`src/rtl/hdmi_timing_pkg.sv`:
```
// Shared raster constants, pixel colour type and the colour-bar lookup for the HDMI row fetch path.
package hdmi_timing_pkg;

    localparam int H_ACTIVE_DEF = 640;
    localparam int H_FP_DEF     = 16;
    localparam int H_SYNC_DEF   = 96;
    localparam int H_BP_DEF     = 48;
    localparam int V_ACTIVE_DEF = 480;
    localparam int V_FP_DEF     = 10;
    localparam int V_SYNC_DEF   = 2;
    localparam int V_BP_DEF     = 33;

    localparam int H_TOTAL = H_ACTIVE_DEF + H_FP_DEF + H_SYNC_DEF + H_BP_DEF;
    localparam int V_TOTAL = V_ACTIVE_DEF + V_FP_DEF + V_SYNC_DEF + V_BP_DEF;

    localparam int FETCH_LAT = 3;

    typedef struct packed {
        logic [7:0] r;
        logic [7:0] g;
        logic [7:0] b;
    } rgb_t;

    // Bars run white, yellow, cyan, green, magenta, red, blue, black from the left edge.
    function automatic rgb_t bar_colour(input logic [2:0] idx);
        rgb_t c;
        c.r = (idx == 3'd0 || idx == 3'd1 || idx == 3'd4 || idx == 3'd5) ? 8'hFF : 8'h00;
        c.g = (idx == 3'd0 || idx == 3'd1 || idx == 3'd2 || idx == 3'd3) ? 8'hFF : 8'h00;
        c.b = (idx == 3'd0 || idx == 3'd2 || idx == 3'd4 || idx == 3'd6) ? 8'hFF : 8'h00;
        return c;
    endfunction

endpackage

```
`src/rtl/video_timing_gen.sv`:
```
// Raster counters with raw active/sync flags and the row-buffer swap point decode.
module video_timing_gen
    import hdmi_timing_pkg::*;
#(
    parameter int H_ACTIVE = H_ACTIVE_DEF,
    parameter int H_FP     = H_FP_DEF,
    parameter int H_SYNC   = H_SYNC_DEF,
    parameter int H_BP     = H_BP_DEF,
    parameter int V_ACTIVE = V_ACTIVE_DEF,
    parameter int V_FP     = V_FP_DEF,
    parameter int V_SYNC   = V_SYNC_DEF,
    parameter int V_BP     = V_BP_DEF
) (
    input  logic       clk,
    input  logic       rst,
    output logic [9:0] h,
    output logic       active,
    output logic       hsync_n,
    output logic       vsync_n,
    output logic       swap_pt,
    output logic [7:0] vis_row
);

    localparam int H_TOT = H_ACTIVE + H_FP + H_SYNC + H_BP;
    localparam int V_TOT = V_ACTIVE + V_FP + V_SYNC + V_BP;

    logic [9:0] v;

    always_ff @(posedge clk or posedge rst) begin
        if (rst) begin
            h <= 10'd0;
            v <= 10'd0;
        end else if (h == 10'(H_TOT - 1)) begin
            h <= 10'd0;
            v <= (v == 10'(V_TOT - 1)) ? 10'd0 : v + 10'd1;
        end else begin
            h <= h + 10'd1;
        end
    end

    // Each odd line exposes the next PPU row; the last frame line brings row 0 back for the next frame.
    always_comb begin
        active  = (h < 10'(H_ACTIVE)) && (v < 10'(V_ACTIVE));
        hsync_n = !((h >= 10'(H_ACTIVE + H_FP)) && (h < 10'(H_ACTIVE + H_FP + H_SYNC)));
        vsync_n = !((v >= 10'(V_ACTIVE + V_FP)) && (v < 10'(V_ACTIVE + V_FP + V_SYNC)));
        swap_pt = (h == 10'(H_ACTIVE)) &&
                  ((v[0] && (v < 10'(V_ACTIVE - 1))) || (v == 10'(V_TOT - 1)));
        vis_row = (v == 10'(V_TOT - 1)) ? 8'd0 : 8'(v[9:1]) + 8'd1;
    end

endmodule

```
`src/rtl/hdmi_row_fetch.sv`:
```
// Reads the visible PPU row through the palette RAM and drives registered RGB, syncs and DE to HDMI.
// Build macro HDMI_TEST_PATTERN_EN adds a test_pattern input that replaces palette colour with 8 bars.
module hdmi_row_fetch
    import hdmi_timing_pkg::*;
#(
    parameter int H_ACTIVE = H_ACTIVE_DEF,
    parameter int H_FP     = H_FP_DEF,
    parameter int H_SYNC   = H_SYNC_DEF,
    parameter int H_BP     = H_BP_DEF,
    parameter int V_ACTIVE = V_ACTIVE_DEF,
    parameter int V_FP     = V_FP_DEF,
    parameter int V_SYNC   = V_SYNC_DEF,
    parameter int V_BP     = V_BP_DEF
) (
`ifdef HDMI_TEST_PATTERN_EN
    input  logic        test_pattern,
`endif
    input  logic        clk,
    input  logic        rst,
    output logic [8:0]  hdmi_rowram_rdaddr,
    input  logic [9:0]  hdmi_rowram_rddata,
    output logic [8:0]  hdmi_palram_rdaddr,
    input  logic [63:0] hdmi_palram_rddata,
    output logic        rowram_swap,
    output logic [7:0]  next_row,
    output logic [7:0]  vid_r,
    output logic [7:0]  vid_g,
    output logic [7:0]  vid_b,
    output logic        vid_hsync,
    output logic        vid_vsync,
    output logic        vid_de
);

    localparam int ROWS = V_ACTIVE / 2;
    localparam int DLY  = FETCH_LAT - 1;

    logic [9:0]     h;
    logic           active;
    logic           hsync_n;
    logic           vsync_n;
    logic           swap_pt;
    logic [7:0]     vis_row;
    logic [DLY-1:0] act_d;
    logic [DLY-1:0] hs_d;
    logic [DLY-1:0] vs_d;
    logic           w0_q;
    rgb_t           pix;
    logic           unused_bits;

    video_timing_gen #(
        .H_ACTIVE(H_ACTIVE), .H_FP(H_FP), .H_SYNC(H_SYNC), .H_BP(H_BP),
        .V_ACTIVE(V_ACTIVE), .V_FP(V_FP), .V_SYNC(V_SYNC), .V_BP(V_BP)
    ) u_timing (
        .clk     (clk),
        .rst     (rst),
        .h       (h),
        .active  (active),
        .hsync_n (hsync_n),
        .vsync_n (vsync_n),
        .swap_pt (swap_pt),
        .vis_row (vis_row)
    );

    // Row words fetched during blanking are discarded by forcing palette address 0.
    assign hdmi_rowram_rdaddr = h[9:1];
    assign hdmi_palram_rdaddr = act_d[0] ? hdmi_rowram_rddata[9:1] : 9'd0;
    assign rowram_swap        = swap_pt;
    assign unused_bits        = ^{h[0], hdmi_palram_rddata[63:56], hdmi_palram_rddata[31:24]};

    always_ff @(posedge clk or posedge rst) begin
        if (rst) begin
            act_d <= '0;
            hs_d  <= '1;
            vs_d  <= '1;
            w0_q  <= 1'b0;
        end else begin
            act_d <= {act_d[DLY-2:0], active};
            hs_d  <= {hs_d[DLY-2:0], hsync_n};
            vs_d  <= {vs_d[DLY-2:0], vsync_n};
            w0_q  <= hdmi_rowram_rddata[0];
        end
    end

`ifdef HDMI_TEST_PATTERN_EN
    localparam int BAR_W = H_ACTIVE / 8;

    logic [2:0] bar_s1;
    logic [2:0] bar_s2;

    always_ff @(posedge clk or posedge rst) begin
        if (rst) begin
            bar_s1 <= 3'd0;
            bar_s2 <= 3'd0;
        end else begin
            bar_s1 <= 3'(h / 10'(BAR_W));
            bar_s2 <= bar_s1;
        end
    end
`endif

    always_comb begin
        pix = w0_q ? rgb_t'(hdmi_palram_rddata[55:32]) : rgb_t'(hdmi_palram_rddata[23:0]);
`ifdef HDMI_TEST_PATTERN_EN
        if (test_pattern) begin
            pix = bar_colour(bar_s2);
        end
`endif
    end

    always_ff @(posedge clk or posedge rst) begin
        if (rst) begin
            vid_de    <= 1'b0;
            vid_hsync <= 1'b1;
            vid_vsync <= 1'b1;
            vid_r     <= 8'd0;
            vid_g     <= 8'd0;
            vid_b     <= 8'd0;
        end else begin
            vid_de    <= act_d[DLY-1];
            vid_hsync <= hs_d[DLY-1];
            vid_vsync <= vs_d[DLY-1];
            vid_r     <= act_d[DLY-1] ? pix.r : 8'd0;
            vid_g     <= act_d[DLY-1] ? pix.g : 8'd0;
            vid_b     <= act_d[DLY-1] ? pix.b : 8'd0;
        end
    end

    // next_row names the row the mixer renders into the buffer just released by the swap.
    always_ff @(posedge clk or posedge rst) begin
        if (rst) begin
            next_row <= 8'd0;
        end else if (swap_pt) begin
            next_row <= (vis_row == 8'(ROWS - 1)) ? 8'd0 : vis_row + 8'd1;
        end
    end

endmodule

```
`config.mk`:
```
export PLATFORM = sky130hd
export DESIGN_NAME = hdmi_row_fetch
export DESIGN_NICKNAME = d
export VERILOG_FILES = /design/src/rtl/hdmi_timing_pkg.sv /design/src/rtl/video_timing_gen.sv /design/src/rtl/hdmi_row_fetch.sv
export SDC_FILE = /design/constraint.sdc
export NUM_CORES = 1
export LEC_CHECK = 0
export ABC_AREA = 1
export CAP_MARGIN = 20
export CORE_ASPECT_RATIO = 1.5
export CORE_UTILIZATION = 39
export CTS_CLUSTER_DIAMETER = 150
export DETAILED_ROUTE_END_ITERATION = 10
export PLACE_DENSITY = 0.76
export SLEW_MARGIN = 10
export SYNTH_ARGS = -nofsm -noshare
export SYNTH_HDL_FRONTEND = slang
export SYNTH_SLANG_ARGS = --single-unit
```
`constraint.sdc`:
```
create_clock -name clk -period 2 [get_ports clk]
set_input_delay 0.4 -clock clk [delete_from_list [all_inputs] [get_ports clk]]
set_output_delay 0.4 -clock clk [all_outputs]
set_load 0.02 [all_outputs]
```
# Word-level counts from Yosys, hierarchy flattened
# Cells that the tools add are included.
[totals]
ff_bits = 62
latch_bits = 0
mem_bits_rw = 0
rom_bits = 0
output_inout_bits = 54
wordCells = 45
n_memories = 0
[classes]
add_sub_neg = 4
n_mul = 0
div_mod_pow = 0
n_lt_le_gt_ge = 7
n_eq_ne = 4
shifts = 0
mux = 9
n_bitwise = 0
reduce_logical = 8
[ops]
columns = ["cell", "n"]
rows = [
  ["2-to-1 mux 8 bit", 5],
  ["== test 10 bit, second input constant", 3],
  ["less-than comparator 10 x 9 -> 1 bit, second input constant", 3],
  ["2-to-1 mux 24 bit", 1],
  ["adder 10 x 1 -> 10 bit, second input constant", 2],
  ["less-than comparator 10 bit, second input constant", 2],
  ["2-to-1 mux 10 bit", 2],
  ["adder 8 x 1 -> 8 bit, second input constant", 2],
  ["greater-or-equal comparator 10 bit, second input constant", 1],
  ["greater-or-equal comparator 10 x 9 -> 1 bit, second input constant", 1],
  ["2-to-1 mux 9 bit", 1],
  ["== test 8 bit, second input constant", 1],
  ["logical AND 1 bit", 5],
  ["logical NOT 1 bit", 2],
  ["logical OR 1 bit", 1],
]

# Logic depth before layout (Yosys ltp)
# Gate-level depths: netlist of the first run.
[logic_depth]
word_depth = 4
depth_mapped = 15
depth_no_buf = 15

# Modules after synthesis
# From an unflattened synthesis of the first run, not the netlist that was laid out.
[unflattened]
hier_cells = 383
hier_area_um2 = 3094.2
[by_module_without_submodules]
columns = ["module", "n_inst", "cells_each", "area_per_inst_um2"]
rows = [
  ["hdmi_row_fetch", 1, 195, 1736.7],
  ["video_timing_gen", 1, 188, 1357.6],
]

# Worst setup path before layout of the first run
# No wires, ideal clock.
[synth_path]
path_kind = "register -> register"
from = "reg u_timing.v[1]"
to = "reg next_row[6]"
arrival_time_ps = 1833
t_required_ps = 1884
path_slack_ps = 51
path_stages_with_launch = 14
n_path_buf = 0
path_cell_list = "dfrtp_1 > inv_1 > ha_1 > nand2_1 > nor2_2 > nand3_4 > inv_1 > nor2_1 > ha_1 > nand4_1 > nor2_4 > nor2_4 > nand2_1 > nand2_1"
[synth_via]
elab_chain_cells = 4
elab_cells_between_ends = 10
classes_between = "add/sub (2); order compare (1); eq/ne (2); mux (2); reduce/logical (3)"
[synth_lines]
columns = ["item", "line_no", "text"]
rows = [
  ["from (decl)", "video_timing_gen.sv:27", "logic [9:0] v;"],
  ["from (signal assigned)", "video_timing_gen.sv:35", "v <= (v == 10'(V_TOT - 1)) ? 10'd0 : v + 10'd1;"],
  ["adder 8 x 1 -> 8 bit (tied with other cells)", "video_timing_gen.sv:48", "vis_row = (v == 10'(V_TOT - 1)) ? 8'd0 : 8'(v[9:1]) + 8'd1;"],
  ["2-to-1 mux 8 bit or logical AND 1 bit (tied branches)", "video_timing_gen.sv:48, video_timing_gen.sv:47", ""],
  ["adder 8 x 1 -> 8 bit (tied with other cells)", "hdmi_row_fetch.sv:133", "next_row <= (vis_row == 8'(ROWS - 1)) ? 8'd0 : vis_row + 8'd1;"],
  ["2-to-1 mux 8 bit or logical AND 1 bit (tied branches)", "hdmi_row_fetch.sv:133, video_timing_gen.sv:46", ""],
  ["to (signal assigned)", "hdmi_row_fetch.sv:133", ""],
  ["to (decl)", "hdmi_row_fetch.sv:25", "output logic [7:0] next_row,"],
]
# Several ways; a longest one is shown, not always the timed one.
# A chain may end at the register's enable or synchronous reset.

# Final worst setup path of the first run
[layout_path]
from = "reg u_timing.v[0]"
to = "out rowram_swap"
[layout_via]
elab_chain_cells = 4
elab_cells_between_ends = 5
classes_between = "order compare (1); eq/ne (1); reduce/logical (3)"
[layout_lines]
columns = ["item", "line_no", "text"]
rows = [
  ["less-than comparator 10 x 9 -> 1 bit", "video_timing_gen.sv:47", "((v[0] && (v < 10'(V_ACTIVE - 1))) || (v == 10'(V_TOT - 1)));"],
  ["logical AND 1 bit", "video_timing_gen.sv:47", ""],
  ["logical OR 1 bit (*)", "video_timing_gen.sv:47", ""],
  ["logical AND 1 bit (*)", "video_timing_gen.sv:46", "swap_pt = (h == 10'(H_ACTIVE)) &&"],
  ["to (decl)", "hdmi_row_fetch.sv:24", "output logic rowram_swap,"],
]
# Every way passes the cells marked *; elsewhere a longest branch is shown, timed or not.

==> results of run 1 <==
[through the flow]
stage,total power [W],utilization (%),std cells
after floorplan,0.00146,-,399
after global placement,0.00169,59.7,637
after detailed placement,0.00169,59.7,637
after CTS,0.00308,63.8,656
after global routing,0.00317,66.4,662
final,0.00307,66.4,662
[kinds of logic (layout without fill, tap and decap cells)]
logic type	after synthesis	in the layout	share of synthesized area, %
buf+inv	74	235	10.2
flops	62	62	49.3
xor+xnor	7	7	1.94
fa+ha+maj	8	8	3.16
compound gates	46	46	7.75
simple gates	202	202	27.6
[path summary, 6_finish.rpt]
path | to | slack, ps | depth (start not counted)
min | hs_d[1] | 350 | 0
max | rowram_swap | 40 | 9
max in group asynchronous | vs_d[1] | 1220 | 3
max reg2reg | next_row[4] | 40 | 14
min in group asynchronous | vid_de | 470 | 3
min reg2reg | hs_d[1] | 350 | 0
[layer usage]
layer | track usage [%] | vias up | part of all wire [%]
li1 | - | 1551 | -
met1 | 22.4 | 1523 | 35
met2 | 40.4 | 145 | 52
met3 | 7.54 | 30 | 8.8
met4 | 8.64 | 0 | 3.7
met5 | 0 | - | 0
[sequential cells by signal (all words and copies together), names as in the netlist, 2 cells and up]
name / cells
act_d: 2
vid_r: 8
vid_b: 8
u_timing.h: 10
vs_d: 2
next_row: 8
hs_d: 2
u_timing.v: 10
vid_g: 8
[critical path: stages (launching register included)]
cell	delay (ps)
dfrtp_1	380
buf_4	140
buf_4	130
ha_4	150
nand3_2	70
nand2_2	70
nand2_4	80
nand2_4	50
inv_2	50
buf_6	110
[layout make-up]
class	count	area, µm²	area share, %
inverter	55	211	4.10
multi-input combinational	263	1450	28.1
clock buffer	14	254	4.93
sequential	62	1560	30.3
tap	102	128	2.48
clock inverter	2	10.0	0.194
timing repair buffer	164	1540	29.9
[layout by cell type (no fill, tap or decap), drive strengths merged]
| cell | count |
|---|---|
| and3 | 2 |
| clkbuf | 14 |
| dfstp | 6 |
| inv | 55 |
| xor2 | 7 |
| nor4 | 3 |
| a31oi | 1 |
| nand2 | 87 |
| buf | 52 |
| ha | 8 |
| nor3b | 1 |
| clkdlybuf4s50 | 104 |
| nor3 | 6 |
| o21ai | 33 |
| a22oi | 1 |
| o31ai | 2 |
| dlygate4sd2 | 5 |
| clkinv | 2 |
| nor2 | 79 |
| nand3 | 20 |
| nand4 | 4 |
| o2111ai | 1 |
| dlymetal6s2s | 3 |
| a21oi | 7 |
| a211oi | 1 |
| dfrtp | 56 |
[power groups by stage]
stage	clock network [W]	logic [W]	registers (W)
floorplan	0	0.0000823	0.00138
global placement	0	0.000365	0.00133
detailed placement	0	0.000369	0.00133
CTS	0.00141	0.000367	0.00131
global route	0.00146	0.000394	0.00131
finish	0.00140	0.000363	0.00131
[repair_timing]
action,4_1_cts,5_1_grt
setup endpoints to repair,16,16
endpoints found under the hold margin,0,0
buffers inserted,3,6
resized for setup,18,47
pin swaps,4,22
==> impl_metrics.toml, run 1 <==
[final_layout]
finalNetCount = 639
n_antenna_cell = 0
fillers = 584
fin_area_mm2 = 0.00515
syn_to_final_growth_pct = 62.9
drive_gt1_share_pct = 21.3

[yosys]
async_flop_share_pct = 100
synth_area_leaders = "dfrtp_1 (44%), nand2_1 (9.7%), nor2_1 (8.5%)"
ys_seq_area_share_pct = 49.3
synth.net_count = 483
synthTopCellsByCount = "nand2_1 (82), nor2_1 (72), dfrtp_1 (56)"
synth_cell_types = 31
synth.most_common_cell = "nand2_1"
synthCells = 399
yosysWarnings = 0
syn_avg_cell_area_um2 = 7.93
synth_top_cell_area_share_pct = 44.3
synth_edf_count = 0
synth_ff_type = "dfrtp_1"
synth_seq_cells = 62
synth_area_mm2 = 0.00316
yosysTopAreaCell = "dfrtp_1"

[run_status]
run_status = "finished clean"

[routing]
drc_errors = 0
drtIter0Drc = 181
vias = 3249
dr.pass1.iters = 4
vias_per_cell = 4.91
avgRoutedWirePerCell_um = 14.8
drtAntennaViolNets = 0
routed_wl_um = 9800

[timing]
fmax_ghz = 0.509
slew_headroom_pct = 50.7
setup_ws_ps = 37.0
worst_pin_slew_ps = 739
hold_viol = 0
drv_slew = 0
rsz0062_at_grt = "yes"
period_needed_ps = 1960
holdWs_ps = 353
fin_crit_sh_pct = 98.2
setup_violations = 0
skew_ps = 7.96
final.setup.tns_ps = 0

[place]
gp_congestion = 0.989
dp_hpwl_um = 6730
numPortBuffers = 113
placed_cell_area_mm2 = 0.00463
pre_cts_slack_ps = -182

[cts]
cts_tree = "yes"
holdBufCountCts = 0
numCtsBuffers = 9
cts-root-buf = "clkbuf_16"
h-tree-depth = 3
cts_buffer_depth = 2
clk_latency_ps = 340
cts.sinks = 62
clkSlewWorstSetupHoldPaths_ps = 50

[floorplanning]
ios = 130
std_cell_rows = 39
die_x_um = 75.5
fp.coreArea_mm2 = 0.00776
die_area_mm2 = 0.00849
start_util_pct = 40.8
die_y_um = 112

[grt]
grt_pass1_vias = 3076
grt_overflow = 0
grt_util_all_layers_pct = 22.2
antenna_found_initial = 0
grt_start_max_net_pins = 63
grt_pass1_wl_um = 14100

[power]
cellInternalPower_w = 0.00236
pwr-share-comb_pct = 11.8
power.share.switching_pct = 23.0
power_switching_w = 0.000706
peakVddDrop_mv = 0.465
p_seq_share_pct = 42.6
power_density_mw_per_mm2 = 595
p_leak_nw = 2.47
p_clk_share_pct = 45.6

[hold_path]
hp-start = "hs_d[0]"
min-delay-path-class = "reg -> reg"

[worst_setup_path]
crit_start = "u_timing.v[0]"
timing.rr.start = "u_timing.v[1]"
critPathKind = "reg -> out"
cp.required_ps = 1600
cp_max_fo = 2
worstSetupStartpointType = "register"
critPathCaptureType = "primary output"
cp.arrival_ps = 1560

[job]
drv_cap = 0
(Power assumes the default switching activity.)
==> run 2, diff against run 1 <==
--- a/config.mk
+++ b/config.mk
@@ -5,13 +5,12 @@
 export SDC_FILE = /design/constraint.sdc
 export NUM_CORES = 1
 export LEC_CHECK = 0
-export ABC_AREA = 1
 export CAP_MARGIN = 20
 export CORE_ASPECT_RATIO = 1.5
-export CORE_UTILIZATION = 39
+export CORE_UTILIZATION = 47
 export CTS_CLUSTER_DIAMETER = 150
 export DETAILED_ROUTE_END_ITERATION = 10
-export PLACE_DENSITY = 0.76
+export PLACE_DENSITY = 0.85
 export SLEW_MARGIN = 10
 export SYNTH_ARGS = -nofsm -noshare
 export SYNTH_HDL_FRONTEND = slang
==> constraint.sdc (replaced) <==
create_clock -name clk -period 2.5 [get_ports clk]
set_input_delay 0.5 -clock clk [delete_from_list [all_inputs] [get_ports clk]]
set_output_delay 0.5 -clock clk [all_outputs]
set_load 0.02 [all_outputs]
==> run 2 against run 1 <==
Effect of this change: the run now ends with setup timing left; clock skew fell by 2.1 ps; sequential cell count did not move; synthesized area rose by 1.3%; register-to-register slack improved by 70 ps; power fell by 32%; cell count fell by 21%; global-route usage rose by 1.1 points; combinational power fell by 18%; count of clock-buffer cells in the layout fell by 1; highest routed layer unchanged.
==> impl_metrics.toml, run 2 <==
[floorplanning]
start_util_pct = 49.1
ios = 130
fp.coreArea_mm2 = 0.00653
die_area_mm2 = 0.00716
die_y_um = 103
die_x_um = 69.4
std_cell_rows = 36

[power]
power_density_mw_per_mm2 = 445
peakVddDrop_mv = 0.270
p_leak_nw = 2.03
p_total_w = 0.00210

[cts]
clkSlewWorstSetupHoldPaths_ps = 60
cts_buffer_depth = 2
clk_latency_ps = 330
numCtsBuffers = 9
cts.sinks = 62
cts-root-buf = "clkbuf_8"
h-tree-depth = 3
cts_tree = "yes"

[final_layout]
reg_top3 = "u_timing.h x10, u_timing.v x10"
fillers = 470
final_core_util_pct = 72.1
n_antenna_cell = 0
regArea_mm2 = 0.00156
drive_gt1_share_pct = 15.0
final_common_cell = "clkdlybuf4s50_1"
finalNetCount = 525
final_cells = 522
syn_to_final_growth_pct = 46.9
multi_input_comb_area_mm2 = 0.00145
fin_area_mm2 = 0.00471
final_cell_mix = "clkdlybuf4s50_1 (112), dfrtp_1 (55), buf_4 (31)"

[hold_path]
min-delay-path-class = "reg -> reg"

[grt]
grt_pass1_wl_um = 12900
grt_start_max_net_pins = 56
grt_pass1_vias = 2683
antenna_found_initial = 0
grt_overflow = 0
grt_util_all_layers_pct = 23.4

[routing]
routed_wl_um = 8050
drtIter0Drc = 156
vias_per_cell = 5.22
avgRoutedWirePerCell_um = 15.4
dr.pass1.iters = 4
vias = 2724
drtAntennaViolNets = 0
drc_errors = 0

[yosys]
async_flop_share_pct = 100
synthCells = 309
synth_seq_cells = 62
synth_ff_type = "dfrtp_1"
synth.most_common_cell = "dfrtp_1"
synth.net_count = 393
yosysWarnings = 0
ys_seq_area_share_pct = 48.6
syn_avg_cell_area_um2 = 10.4
synth_area_leaders = "dfrtp_1 (44%), mux2i_1 (7.5%), dfstp_2 (4.9%)"
synth_top_cell_area_share_pct = 43.7
synth_area_mm2 = 0.00321
yosysTopAreaCell = "dfrtp_1"
synthTopCellsByCount = "dfrtp_1 (56), nand2_1 (28), nor2b_1 (25)"
synth_edf_count = 0
synth_cell_types = 45

[timing]
hold_viol = 0
worst_pin_slew_ps = 614
fin_crit_sh_pct = 101
slew_headroom_pct = 59.1
setup_violations = 1
period_needed_ps = 2540
drv_slew = 0
skew_ps = 5.89
rsz0062_at_grt = "yes"
setup_ws_ps = -36.0
fmax_ghz = 0.394

[run_status]
violations = "setup timing"
run_status = "finished, violations left"

[worst_setup_path]
worstSetupStartpointType = "register"
critical-path-slowest-cell = "a2111o_1"
cp.arrival_ps = 2040
critPathKind = "reg -> out"
cp.required_ps = 2000
critPathCaptureType = "primary output"
slowest_delay_ps = 500
crit_path_cell_trace = "buf_4 -> ha_1 -> a41oi_1 -> o21ai_0 -> a2111o_1 -> clkinv_8 -> buf_8"
cp_max_fo = 2

[job]
drv_cap = 0

[place]
dp_hpwl_um = 6100
numPortBuffers = 113
gp_congestion = 0.892
dp.cells = 501
placed_cell_area_mm2 = 0.00449
==> run 2: per-layer routing <==
layer,GRT usage [%],routed length [µm],share of wire (%),up-vias
li1,-,-,-,1305
met1,24.9,2950,37,1295
met2,43.3,4420,55,105
met3,5.67,445,5.5,19
met4,11.5,229,2.8,0
met5,0,0,0,-
==> run 2: cell families (layout without fill, tap and decap cells) <==
logic type | count (synthesis) | in the layout | share of synthesized area [%]
AOI/OAI and AO/OA | 41 | 41 | 8.12
xor gates and xnor gates | 18 | 18 | 5.15
adders and majority gates | 8 | 8 | 3.12
buffers and inverters | 34 | 171 | 6.52
DFF | 62 | 62 | 48.6
muxes | 24 | 24 | 7.49
and+or+nand+nor | 122 | 122 | 21.0
==> run 2: stage by stage <==
stage	setup slack (ps)	hold slack [ps]	setup TNS, ps
after floorplan	4.37	345	0
after global placement	-202	346	-202
after detailed placement	-220	347	-220
after CTS	-58.5	357	-58.5
after global routing	-138	357	-142
final	-36.0	356	-36.0
==> run 2: worst paths after layout <==
check                              start           to  slack [ps]  cells past startpoint
max                        u_timing.v[1]  rowram_swap         -40                      7
min                              vs_d[0]      vs_d[1]         360                      0
max reg2reg                u_timing.v[0]  next_row[6]         110                      9
min reg2reg                      vs_d[0]      vs_d[1]         360                      0
max in group asynchronous            rst      vs_d[1]        1530                      3
min in group asynchronous            rst     vid_g[1]         380                      2
==> run 2: worst max-delay path, delay by kind of cell, from the launching register on <==
kind                     cells  cell delay (ps)
buffers and inverters        3              320
flip-flops                   1              410
adder cells (fa/ha/maj)      1              180
AO/OA/AOI/OAI                3              790
==> run 2: layout make-up <==
cell class	count	share of cell area, %
flip-flops and latches	62	33.1
clock buffers	13	3.16
inverters	10	1.06
well taps	76	2.02
clock inverters	3	0.425
multi-input cells	213	30.7
repair buffers	145	29.5
==> run 2: repair_timing <==
| action | in CTS | in global routing |
|---|---|---|
| setup endpoints to repair | 1 | 8 |
| hold buffers | 0 | 0 |
| gates resized for setup | 8 | 2 |
| cloned | 0 | 0 |
| pin swaps | 1 | 2 |
| setup buffers | 3 | 2 |
==> run 2: power breakdown <==
part	switching [W]	leakage, nW	internal, W
Combinational	0.000124	1.20	0.000175
Clock	0.000369	0.0796	0.000386
Sequential	0.00000771	0.756	0.00103
Total	0.000501	2.03	0.00159
==> patch: new RTL, config.mk and constraints of run 1 <==
The package constant `FETCH_LAT` goes from 3 to 5.
--- a/src/rtl/hdmi_timing_pkg.sv
+++ b/src/rtl/hdmi_timing_pkg.sv
@@ -13,7 +13,7 @@
     localparam int H_TOTAL = H_ACTIVE_DEF + H_FP_DEF + H_SYNC_DEF + H_BP_DEF;
     localparam int V_TOTAL = V_ACTIVE_DEF + V_FP_DEF + V_SYNC_DEF + V_BP_DEF;
 
-    localparam int FETCH_LAT = 3;
+    localparam int FETCH_LAT = 5;
 
     typedef struct packed {
         logic [7:0] r;
Function: changed (a bounded check fails within 4 cycles, from zero or initial values and one cycle with rst high).
==> patch against run 1 <==
  * Total power is 13% higher
  * Area after synthesis grew 4.5%
  * Sequential cell count rose by 6
  * Sequential share of layout area is 2.6 points higher
  * Count of clock-buffer cells in the layout unchanged
  * Setup slack better by 0.0066 ns
  * First-iteration DRC count shrank 24%
  * Final area increased by 0.95%
  * Wire length down 12%
  * Critical path depth fell by 5
  * Critical endpoint is now hdmi_palram_rdaddr[5]
==> patch: results (changes against run 1) <==
[timing]
skew_ns = 0.00480  ; was 0.00796 ns
setup_ws_ns = 0.0435  ; was 0.0370 ns
worstMarginPinSlew_ns = 0.761  ; was 0.739 ns

[global_routing]
grt_pass1_wl_um = 13900  ; was 14100 um
grt_start_max_net_pins = 69  ; was 63

[routing]
wl_per_cell_um = 12.9  ; was 14.8 um
drtIter0Drc = 137  ; was 181
vias = 3177  ; was 3249
drt_wl_total_um = 8640  ; was 9800 um

[placed_design]
dp_slack_ns = -0.111  ; was -0.182 ns
gp_congestion = 0.864  ; was 0.989

[yosys]
synthTopCellsByCount = nand2_1, nor2_1, dfrtp_1  ; unchanged
synth_cell_types = 32  ; was 31
ys_seq_area_frac = 0.518  ; was 0.493
syn_nets = 495  ; was 483
syn_avg_cell_area_um2 = 8.05  ; was 7.93 um^2

[worst_setup_path]
path_max_fanout = 1  ; was 2
r2r_end = next_row[6]  ; was next_row[4]
reg2reg_setup_slack_ns = 0.07  ; was 0.04 ns

[clock_tree]
clkLatencyLatePin_ns = 0.32  ; was 0.34 ns

[run_status]
outcome = complete, no violations  ; unchanged

[pwr]
irDropWorstVdd_mv = 0.374  ; was 0.465 mV
leakage_nw = 2.56  ; was 2.47 nW

[min_path]
worstHoldStart = act_d[1]  ; was hs_d[0]

[finish]
layout-drive-gt1-share = 0.177  ; was 0.213

[patch: cell count changes after synthesis, sizes merged, moves of 4 or more]
cell   before  now
dfstp       6   10
inv        55   51
nand2      87   96
nand3      20   25
[patch: worst max path at each step]
stage | start | to | cells past startpoint
3_5_place_dp | u_timing.v[1] | rowram_swap | 9
4_1_cts | u_timing.v[1] | next_row[5] | 14
6_report | hdmi_rowram_rddata[6] | hdmi_palram_rdaddr[5] | 4
2_1_floorplan | u_timing.v[1] | next_row[4] | 14
5_1_grt | u_timing.v[1] | next_row[6] | 14
3_3_place_gp | u_timing.v[1] | rowram_swap | 9
[patch: layer usage]
metal	vias up	track usage	wire, um
li1	1571	-	-
met1	1472	0.202	3310
met2	119	0.385	4650
met3	15	0.0587	530
met4	0	0.0792	149
met5	-	0	0
[patch: cell type report]
cell class                 count  area (um^2)  area share
clock buffer                  14          254      0.0488
clock inverter                 2         60.1      0.0115
inverter                      53          203      0.0390
multi-input combinational    269         1320       0.254
sequential                    68         1720       0.330
tap                          105          131      0.0252
timing repair buffer         160         1520       0.291
[patch: critical path, cell delays in order]
cell,delay (ns)
clkdlybuf4s50_1,0.46
nand2_1,0.05
inv_1,0.05
clkdlybuf4s50_1,0.59
[patch: timing repair]
item / 4_1_cts / 5_1_grt
gates resized for setup: 6 / 27
buffers inserted: 0 / 4
pin swaps: 0 / 9
endpoints found under the setup margin: 6 / 16
[patch: stage by stage]
stage	power, mW	cell area, um^2	hold WS, ns	util
after global placement	1.81	4780	0.332	0.590
after floorplan	1.58	3310	0.331	-
final	3.45	5200	0.345	0.642
after CTS	3.49	5090	0.347	0.628
after global routing	3.58	5200	0.359	0.642
after detailed placement	1.82	4780	0.336	0.590
[patch: cell families (layout without fill, tap and decap cells)]
group,after synthesis,after routing,share of synthesized area
adder cells (fa/ha/maj),8,8,0.0303
flip-flops,68,68,0.518
AND/OR/NAND/NOR,210,210,0.266
AO/OA/AOI/OAI,46,46,0.0734
XOR/XNOR,5,5,0.0132
buffers and inverters,74,229,0.0995
[patch: power by group through the flow]
stage | sequential, mW | combinational, mW | clock [mW]
2_1_floorplan | 1.50 | 0.0844 | 0
4_1_cts | 1.43 | 0.370 | 1.69
3_5_place_dp | 1.45 | 0.368 | 0
6_report | 1.43 | 0.363 | 1.66
5_1_grt | 1.43 | 0.393 | 1.76
3_3_place_gp | 1.45 | 0.362 | 0
